==> config.mk <==
export PLATFORM = sky130hd
export DESIGN_NAME = matrix_stream_loader_flat
export DESIGN_NICKNAME = d
export VERILOG_FILES = /design/src/rtl/matrix_stream_loader_if.sv /design/src/rtl/matrix_stream_loader.sv /design/src/flat_wrapper.sv
export SDC_FILE = /design/constraint.sdc
export NUM_CORES = 1
export LEC_CHECK = 0
export BUFFER_PORTS_ARGS = -buffer_cell sky130_fd_sc_hd__buf_2
export CAP_MARGIN = 20
export CELL_PAD_IN_SITES_DETAIL_PLACEMENT = 1
export CELL_PAD_IN_SITES_GLOBAL_PLACEMENT = 2
export CORE_MARGIN = 10
export CORE_UTILIZATION = 25
export DETAILED_ROUTE_END_ITERATION = 7
export GPL_TIMING_DRIVEN = 0
export PLACE_DENSITY_LB_ADDON = 0.2
export SYNTH_ARGS = -nofsm -noshare
export SYNTH_HDL_FRONTEND = slang
export SYNTH_SLANG_ARGS = --single-unit
==> constraint.sdc <==
create_clock -name clk -period 1.6 [get_ports clk]
set_input_delay 0.32 -clock clk [delete_from_list [all_inputs] [get_ports clk]]
set_output_delay 0.32 -clock clk [all_outputs]
set_load 0.03 [all_outputs]
==> src/rtl/matrix_stream_loader_if.sv <==
// rtl/matrix_stream_loader_if.sv - element stream in, 2x2 matrix out, framing error count
interface matrix_stream_loader_if #(
  parameter int DW = 8,
  parameter int CW = 8
);
  logic [DW-1:0] s_data;
  logic          s_first;
  logic          s_valid;
  logic          s_ready;
  logic [DW-1:0] m_out_1;
  logic [DW-1:0] m_out_2;
  logic [DW-1:0] m_out_3;
  logic [DW-1:0] m_out_4;
  logic          m_valid;
  logic          m_ready;
  logic [CW-1:0] err_cnt;

  modport slave (
    input  s_data, s_first, s_valid, m_ready,
    output s_ready, m_out_1, m_out_2, m_out_3, m_out_4, m_valid, err_cnt
  );

  modport master (
    output s_data, s_first, s_valid, m_ready,
    input  s_ready, m_out_1, m_out_2, m_out_3, m_out_4, m_valid, err_cnt
  );
endinterface

==> src/rtl/matrix_stream_loader.sv <==
// rtl/matrix_stream_loader.sv - assembles byte-serial row-major 2x2 matrices for the transpose stage
module matrix_stream_loader #(
  parameter int DW = 8,
  parameter int CW = 8
) (
  input logic                   clk,
  input logic                   rst,
  matrix_stream_loader_if.slave bus
);
  typedef enum logic [1:0] {
    IDLE  = 2'd0,
    FILL1 = 2'd1,
    FILL2 = 2'd2,
    FILL3 = 2'd3
  } state_t;

  state_t        state;
  logic [DW-1:0] fill_0, fill_1, fill_2;
  logic [DW-1:0] out_1, out_2, out_3, out_4;
  logic          out_valid;
  logic [CW-1:0] err_q;

  logic stall;
  logic accept;
  logic err_event;

  // Only the completing element waits on a full output register.
  assign stall       = (state == FILL3) && out_valid && !bus.m_ready;
  assign bus.s_ready = !rst && !stall;
  assign accept      = bus.s_valid && bus.s_ready;
  // Orphan from IDLE, or a new first marker abandoning a partial matrix.
  assign err_event   = accept && (bus.s_first ? (state != IDLE) : (state == IDLE));

  assign bus.m_out_1 = out_1;
  assign bus.m_out_2 = out_2;
  assign bus.m_out_3 = out_3;
  assign bus.m_out_4 = out_4;
  assign bus.m_valid = out_valid;
  assign bus.err_cnt = err_q;

  always_ff @(posedge clk) begin
    if (rst) begin
      state     <= IDLE;
      fill_0    <= '0;
      fill_1    <= '0;
      fill_2    <= '0;
      out_1     <= '0;
      out_2     <= '0;
      out_3     <= '0;
      out_4     <= '0;
      out_valid <= 1'b0;
      err_q     <= '0;
    end else begin
      if (out_valid && bus.m_ready) begin
        out_valid <= 1'b0;
      end
      if (err_event && (err_q != {CW{1'b1}})) begin
        err_q <= err_q + 1'b1;
      end
      if (accept) begin
        if (bus.s_first) begin
          fill_0 <= bus.s_data;
          state  <= FILL1;
        end else begin
          case (state)
            IDLE: state <= IDLE;
            FILL1: begin
              fill_1 <= bus.s_data;
              state  <= FILL2;
            end
            FILL2: begin
              fill_2 <= bus.s_data;
              state  <= FILL3;
            end
            FILL3: begin
              // Completion wins over a same-cycle drain, keeping m_valid high.
              out_1     <= fill_0;
              out_2     <= fill_1;
              out_3     <= fill_2;
              out_4     <= bus.s_data;
              out_valid <= 1'b1;
              state     <= IDLE;
            end
            default: state <= IDLE;
          endcase
        end
      end
    end
  end
endmodule

==> src/flat_wrapper.sv <==
// flat-port wrapper written by rule: the top's interface ports become plain ports
module matrix_stream_loader_flat 
#(
  parameter int DW = 8,
  parameter int CW = 8
)
  (clk, rst, bus_s_data, bus_s_first, bus_s_valid, bus_m_ready, bus_s_ready, bus_m_out_1, bus_m_out_2, bus_m_out_3, bus_m_out_4, bus_m_valid, bus_err_cnt);
  matrix_stream_loader_if #(.DW(DW), .CW(CW)) bus_i ();
  input logic clk;
  input logic rst;
  input wire logic [$bits(bus_i.s_data)-1:0] bus_s_data;
  input wire logic [$bits(bus_i.s_first)-1:0] bus_s_first;
  input wire logic [$bits(bus_i.s_valid)-1:0] bus_s_valid;
  input wire logic [$bits(bus_i.m_ready)-1:0] bus_m_ready;
  output wire logic [$bits(bus_i.s_ready)-1:0] bus_s_ready;
  output wire logic [$bits(bus_i.m_out_1)-1:0] bus_m_out_1;
  output wire logic [$bits(bus_i.m_out_2)-1:0] bus_m_out_2;
  output wire logic [$bits(bus_i.m_out_3)-1:0] bus_m_out_3;
  output wire logic [$bits(bus_i.m_out_4)-1:0] bus_m_out_4;
  output wire logic [$bits(bus_i.m_valid)-1:0] bus_m_valid;
  output wire logic [$bits(bus_i.err_cnt)-1:0] bus_err_cnt;
  assign bus_i.s_data = bus_s_data;
  assign bus_i.s_first = bus_s_first;
  assign bus_i.s_valid = bus_s_valid;
  assign bus_i.m_ready = bus_m_ready;
  assign bus_s_ready = bus_i.s_ready;
  assign bus_m_out_1 = bus_i.m_out_1;
  assign bus_m_out_2 = bus_i.m_out_2;
  assign bus_m_out_3 = bus_i.m_out_3;
  assign bus_m_out_4 = bus_i.m_out_4;
  assign bus_m_valid = bus_i.m_valid;
  assign bus_err_cnt = bus_i.err_cnt;
  matrix_stream_loader #(.DW(DW), .CW(CW)) u_core (.clk(clk), .rst(rst), .bus(bus_i));
endmodule
Yosys cells after proc, flatten, opt, wreduce, memory -nomap -nowiden
Cells that the tools add are included.
- register bits after elaboration: 67
- output and inout port bits: 42
- logic and storage cells: 40
- add/subtract/negate cells: 1
- eq/ne operators: 4
- muxes and demuxes: 7
- bitwise operators: 1
- reduce and logical (&&, ||, !) cells: 17
- operators by type and width (cell ; number):
    AND reduction 3 bit ; 3
    adder 8 x 1 -> 8 bit, second input constant ; 1
    inequality test 8 bit, second input constant ; 1
    logical AND 1 bit ; 7
    case mux 2 bit (3 select lines) ; 1
    two-way mux 1 bit ; 5
    equality test 2 bit, second input constant ; 2
    logical NOT 1 bit ; 3
    equality test 2 x 1 -> 1 bit, second input constant ; 1
    logical NOT 2 bit ; 1
    two-way mux 2 bit ; 1
    AND reduction 2 bit ; 1
    nonzero test 2 bit ; 1
    OR reduction 2 bit ; 1
    inverter 1 bit ; 1

Logic depth before layout (Yosys ltp)
- depth in word-level cells: 8
- mapped depth: 7
- depth with buffers taken out: 6

Least setup slack after synthesis
Ideal clock, no wire load.
- path kind: register to register
- start point: register u_core.err_q[0], in the netlist u_core.bus.err_cnt[0]
- end point: register u_core.err_q[4], in the netlist u_core.bus.err_cnt[4]
- data arrival time: 1.617 ns
- slack: -0.087 ns
- stages on the path, launching flop included: 7
- path buffers: 1
- period minus slack after synthesis: 1.687 ns
- cell sequence: dfxtp_1 > ha_1 > nand4_1 > nor2_1 > clkbuf_1 > or4_1 > a21oi_1
- cells in the longest elaborated chain, start to end: 2
- ends and longest elaborated chain (what ; line ; RTL):
    start: declaration ; matrix_stream_loader.sv:21 ; logic [CW-1:0] err_q;
    start signal: assignment ; matrix_stream_loader.sv:58 ; err_q <= err_q + 1'b1;
    branches (longest 2 deep; another with adder 8 x 1 -> 8 bit) ; - ;
Parallel ways; which one is timed is not known.
A chain may end at the register's enable or synchronous reset.

Worst setup path after layout
- start point: register u_core.state[0]
- end point: output bus_s_ready
- cells in the longest elaborated chain, start to end: 5
- ends and longest elaborated chain (what ; line ; RTL):
    start: declaration ; matrix_stream_loader.sv:17 ; state_t state;
    start signal: assignment ; matrix_stream_loader.sv:43 ; state <= IDLE;
    start signal: assignment ; matrix_stream_loader.sv:63 ; state <= FILL1;
    start signal: assignment ; matrix_stream_loader.sv:66 ; IDLE: state <= IDLE;
    equality test 2 bit ; matrix_stream_loader.sv:28 ; assign stall = (state == FILL3) && out_valid && !bus.m_ready;
    logical AND 1 bit (2 in a row) ; matrix_stream_loader.sv:28 ;
    logical NOT 1 bit ; matrix_stream_loader.sv:29 ; assign bus.s_ready = !rst && !stall;
    logical AND 1 bit ; matrix_stream_loader.sv:29 ;
    end: declaration ; flat_wrapper.sv:15 ; output wire logic [$bits(bus_i.s_ready)-1:0] bus_s_ready;
Every way passes these cells.

==> impl_metrics.csv <==
group,metric,value,unit
power,vdd_drop_max,0.000287,V
synth,synth_edf_count,0,
floorplanning,io_pins,55,
worst_setup_path,worstPathCellList,"ha_4 > nand3b_1 > and2_1 > buf_6",
worst_hold_path,hp-start,"bus_s_data[7]",
drt,drc_errors,0,
worst_setup_path,crit_buf_inv,1,
drt,drt-total-wl,7940,um
floorplanning,initial_core_util,25.9,%
placed_design,io_buffers,54,
synth,yosysUniqueCellTypes,29,
clock_network,clk_latency,0.34,ns
global_routing,antenna_found_initial,0,
worst_setup_path,cpLargestDelayFamily,"flip-flops",
power,power_density,967,mW/mm2
timing,hold_viol,0,
synth,synth_compound_area_share,13.6,%
synth,ys_seq_area_share,52.6,%
timing,fin_skew,0.0119,ns
drt,dr_wl_met2,3650,um
timing,timing.final.crit_period,1.64,ns
synth,syn-num-nets,327,
floorplanning,core-area,0.00986,mm2
synth,synthArstFlopShare,0,%
synth,synth_mux_area_share,3.53,%
timing,report.final.slew_viol_count,0,
synth,synth_xor_area_share,0.343,%
worst_setup_path,regToRegStartpoint,"u_core.state[0]",
synth,ys_warn_count,0,
synth,yosys.area_share.simple,23.8,%
finish,syn_to_final_growth,29.1,%
floorplanning,die_area,0.0146,mm2
drt,wl_per_cell,15.5,um
synth,synth_area_leaders,"dfxtp_1, nand2_1, a21oi_1",
floorplanning,die_w,121,um
synth,netlist.top_cell.by_area,"dfxtp_1",
drt,first_pass_iters,4,
flow_run,maxCapViolations,0,
drt,dr_wl_met3,414,um
global_routing,grt_pass1_wl,12900,um
global_routing,grt_pass1_vias,2448,
timing,max_freq,610,MHz
drt,ant_nets,0,
clock_network,cts.path.max_buffers,2,
synth,yosysTopAreaCellShare,52.6,%
floorplanning,die_h,121,um
run_status,outcome,"finished, violations left",
clock_network,clk_pin_slew_worst_paths,0.07,ns
timing,worst_slack,-0.0395,ns
finish,drive_above_1_share,27.6,%
clock_network,cts_tree,"done",
worst_setup_path,cp.arrival,1.32,ns
worst_setup_path,end_kind,"primary output",
finish,antenna_cells,0,
placed_design,gp_congestion,0.751,
run_status,violations,"negative setup slack",
timing,worst_pin_slew,0.571,ns
drt,maxUsedRoutingLayer,"met4",
drt,viasPerCell,4.55,
placed_design,dp_hpwl,5670,um
global_routing,grt_usage,11.1,%
timing,rsz0062_at_grt,"true",
clock_network,cts_hold_buf,0,
global_routing,grt_overflow,0,
timing,tns,-0.126,ns
synth,synth.cell_area,0.00255,mm2
clock_network,ctsHtreeMaxLevel,3,
clock_network,cts_buffers,9,
global_routing,grt_max_degree,12,
clock_network,cts_sinks,67,
drt,met1_length,3800,um
clock_network,cts_root_buf,"clkbuf_8",
worst_setup_path,startpoint,"u_core.state[0]",
timing,timing.final.crit_share,102,%
synth,synth_cells,309,
synth,synthAdderAreaFrac,2.45,%
synth,synthFlopType,"dfxtp_1",
drt,num_vias,2335,
synth,syn_avg_cell_area,8.26,um2
finish,nNetsFinal,393,
timing,setup_viol,6,
synth,ys_seq_elements,67,
worst_setup_path,criticalPathCategory,"flop to primary output",
power,leakage,1.25,nW
synth,synth_top_family_by_area,"simple AND/OR/NAND/NOR gates",
drt,drt_iter0_markers,64,
power,total_power,3.18,mW
worst_hold_path,holdCritPathClass,"input port to flop",
worst_setup_path,cp.required,1.28,ns
worst_setup_path,slowest_delay,0.38,ns
floorplanning,rows,36,
finish,fin_util,33.4,%
worst_setup_path,critPathMaxFanout,3,
timing,max_slew_margin,62.0,%
worst_setup_path,critPathLaunchType,"flop",
placed_design,post-place-ws,-0.304,ns
worst_setup_path,cp_slowest_cell,"dfxtp_4",
-- cell usage in the layout, fill, tap and decap left out, drive strengths merged --
cell,synthesis,layout
or3,1,1
o311a,1,1
ha,5,5
clkinv,0,2
mux2i,9,9
xor2,1,1
a211oi,1,1
nor3b,1,1
o21ai,1,1
o31ai,4,4
nand3b,1,1
nand2b,2,2
clkinvlp,0,2
buf,6,64
and3,4,4
o221a,1,1
nand3,9,9
nand2,100,100
inv,4,4
clkbuf,13,22
and4,1,1
dfxtp,67,67
nand4b,1,1
a21oi,55,55
nand4,2,2
and2,1,1
o21bai,1,1
or4b,1,1
nor2,10,10
nor3,2,2
or4,4,4
-- Yosys cell counts (all sizes together), types with 2 or more instances --
library cell	count
nand2	100
dfxtp	67
a21oi	55
clkbuf	13
nor2	10
mux2i	9
nand3	9
buf	6
ha	5
and3	4
inv	4
o31ai	4
or4	4
nand2b	2
nand4	2
nor3	2
-- state kept, by name, summed over array words and instances, names as in the netlist, 8 cells and up --
| signal | cells |
|---|---|
| u_core.fill_0 | 8 |
| u_core.bus.m_out_3 | 8 |
| u_core.fill_1 | 8 |
| u_core.bus.m_out_2 | 8 |
| u_core.bus.m_out_4 | 8 |
| u_core.fill_2 | 8 |
| u_core.bus.err_cnt | 8 |
| u_core.bus.m_out_1 | 8 |
-- per-layer routing --
layer	vias to the layer above	global-route usage (%)
li1	1170	-
met1	1112	13.9
met2	46	17.2
met3	7	3.35
met4	0	4.68
met5	-	0
-- where the power goes --
group / internal, mW / total, mW / switching (mW)
combinational: 0.0599 / 0.179 / 0.119
clock: 0.643 / 1.31 / 0.662
sequential: 1.68 / 1.70 / 0.0176
-- cell families after synthesis --
kind of cell             Yosys count
AO/OA/AOI/OAI                     64
XOR/XNOR                           1
adder cells (fa/ha/maj)            5
buffers and inverters             23
flip-flops                        67
multiplexers                       9
AND/OR/NAND/NOR                  140
-- area by class of cell --
class / instances / area (um2)
clock buffers: 12 / 155
fillers: 1195 / 6570
plain buffers: 17 / 86.3
repair buffers: 57 / 303
flip-flops and latches: 67 / 1350
well taps: 133 / 166
clock inverters: 4 / 25.0
multi-input cells: 219 / 1190
inverters: 4 / 15.0
-- worst min-delay path, cell delays in order --
cell and delay (ns):
buf_2 0.13, nand2_1 0.06, a21oi_1 0.05
-- per-stage QoR --
step           cell area [um2]  hold WS (ns)  instances
2_1_floorplan             2550         0.431        309
3_3_place_gp              2990         0.442        496
3_5_place_dp              2990         0.445        496
4_1_cts                   3230         0.246        513
5_1_grt                   3290         0.261        513
6_report                  3290         0.262        513
-- timing repair --
action	CTS	global route
gates cloned	0	0
endpoints found under the setup margin	42	42
gates resized for setup	17	20
pin swaps	6	1
buffers inserted	3	0
-- worst paths after layout --
| check | slack (ns) | endpoint | cells past startpoint |
|---|---|---|---|
| setup reg to reg | -0.02 | u_core.bus.err_cnt[7] | 7 |
| hold reg to reg | 0.45 | u_core.bus.m_out_2[0] | 2 |
| hold / removal | 0.26 | u_core.fill_1[7] | 3 |
| setup / recovery | -0.04 | bus_s_ready | 4 |
Note: power is estimated with default switching activity, not from simulation.
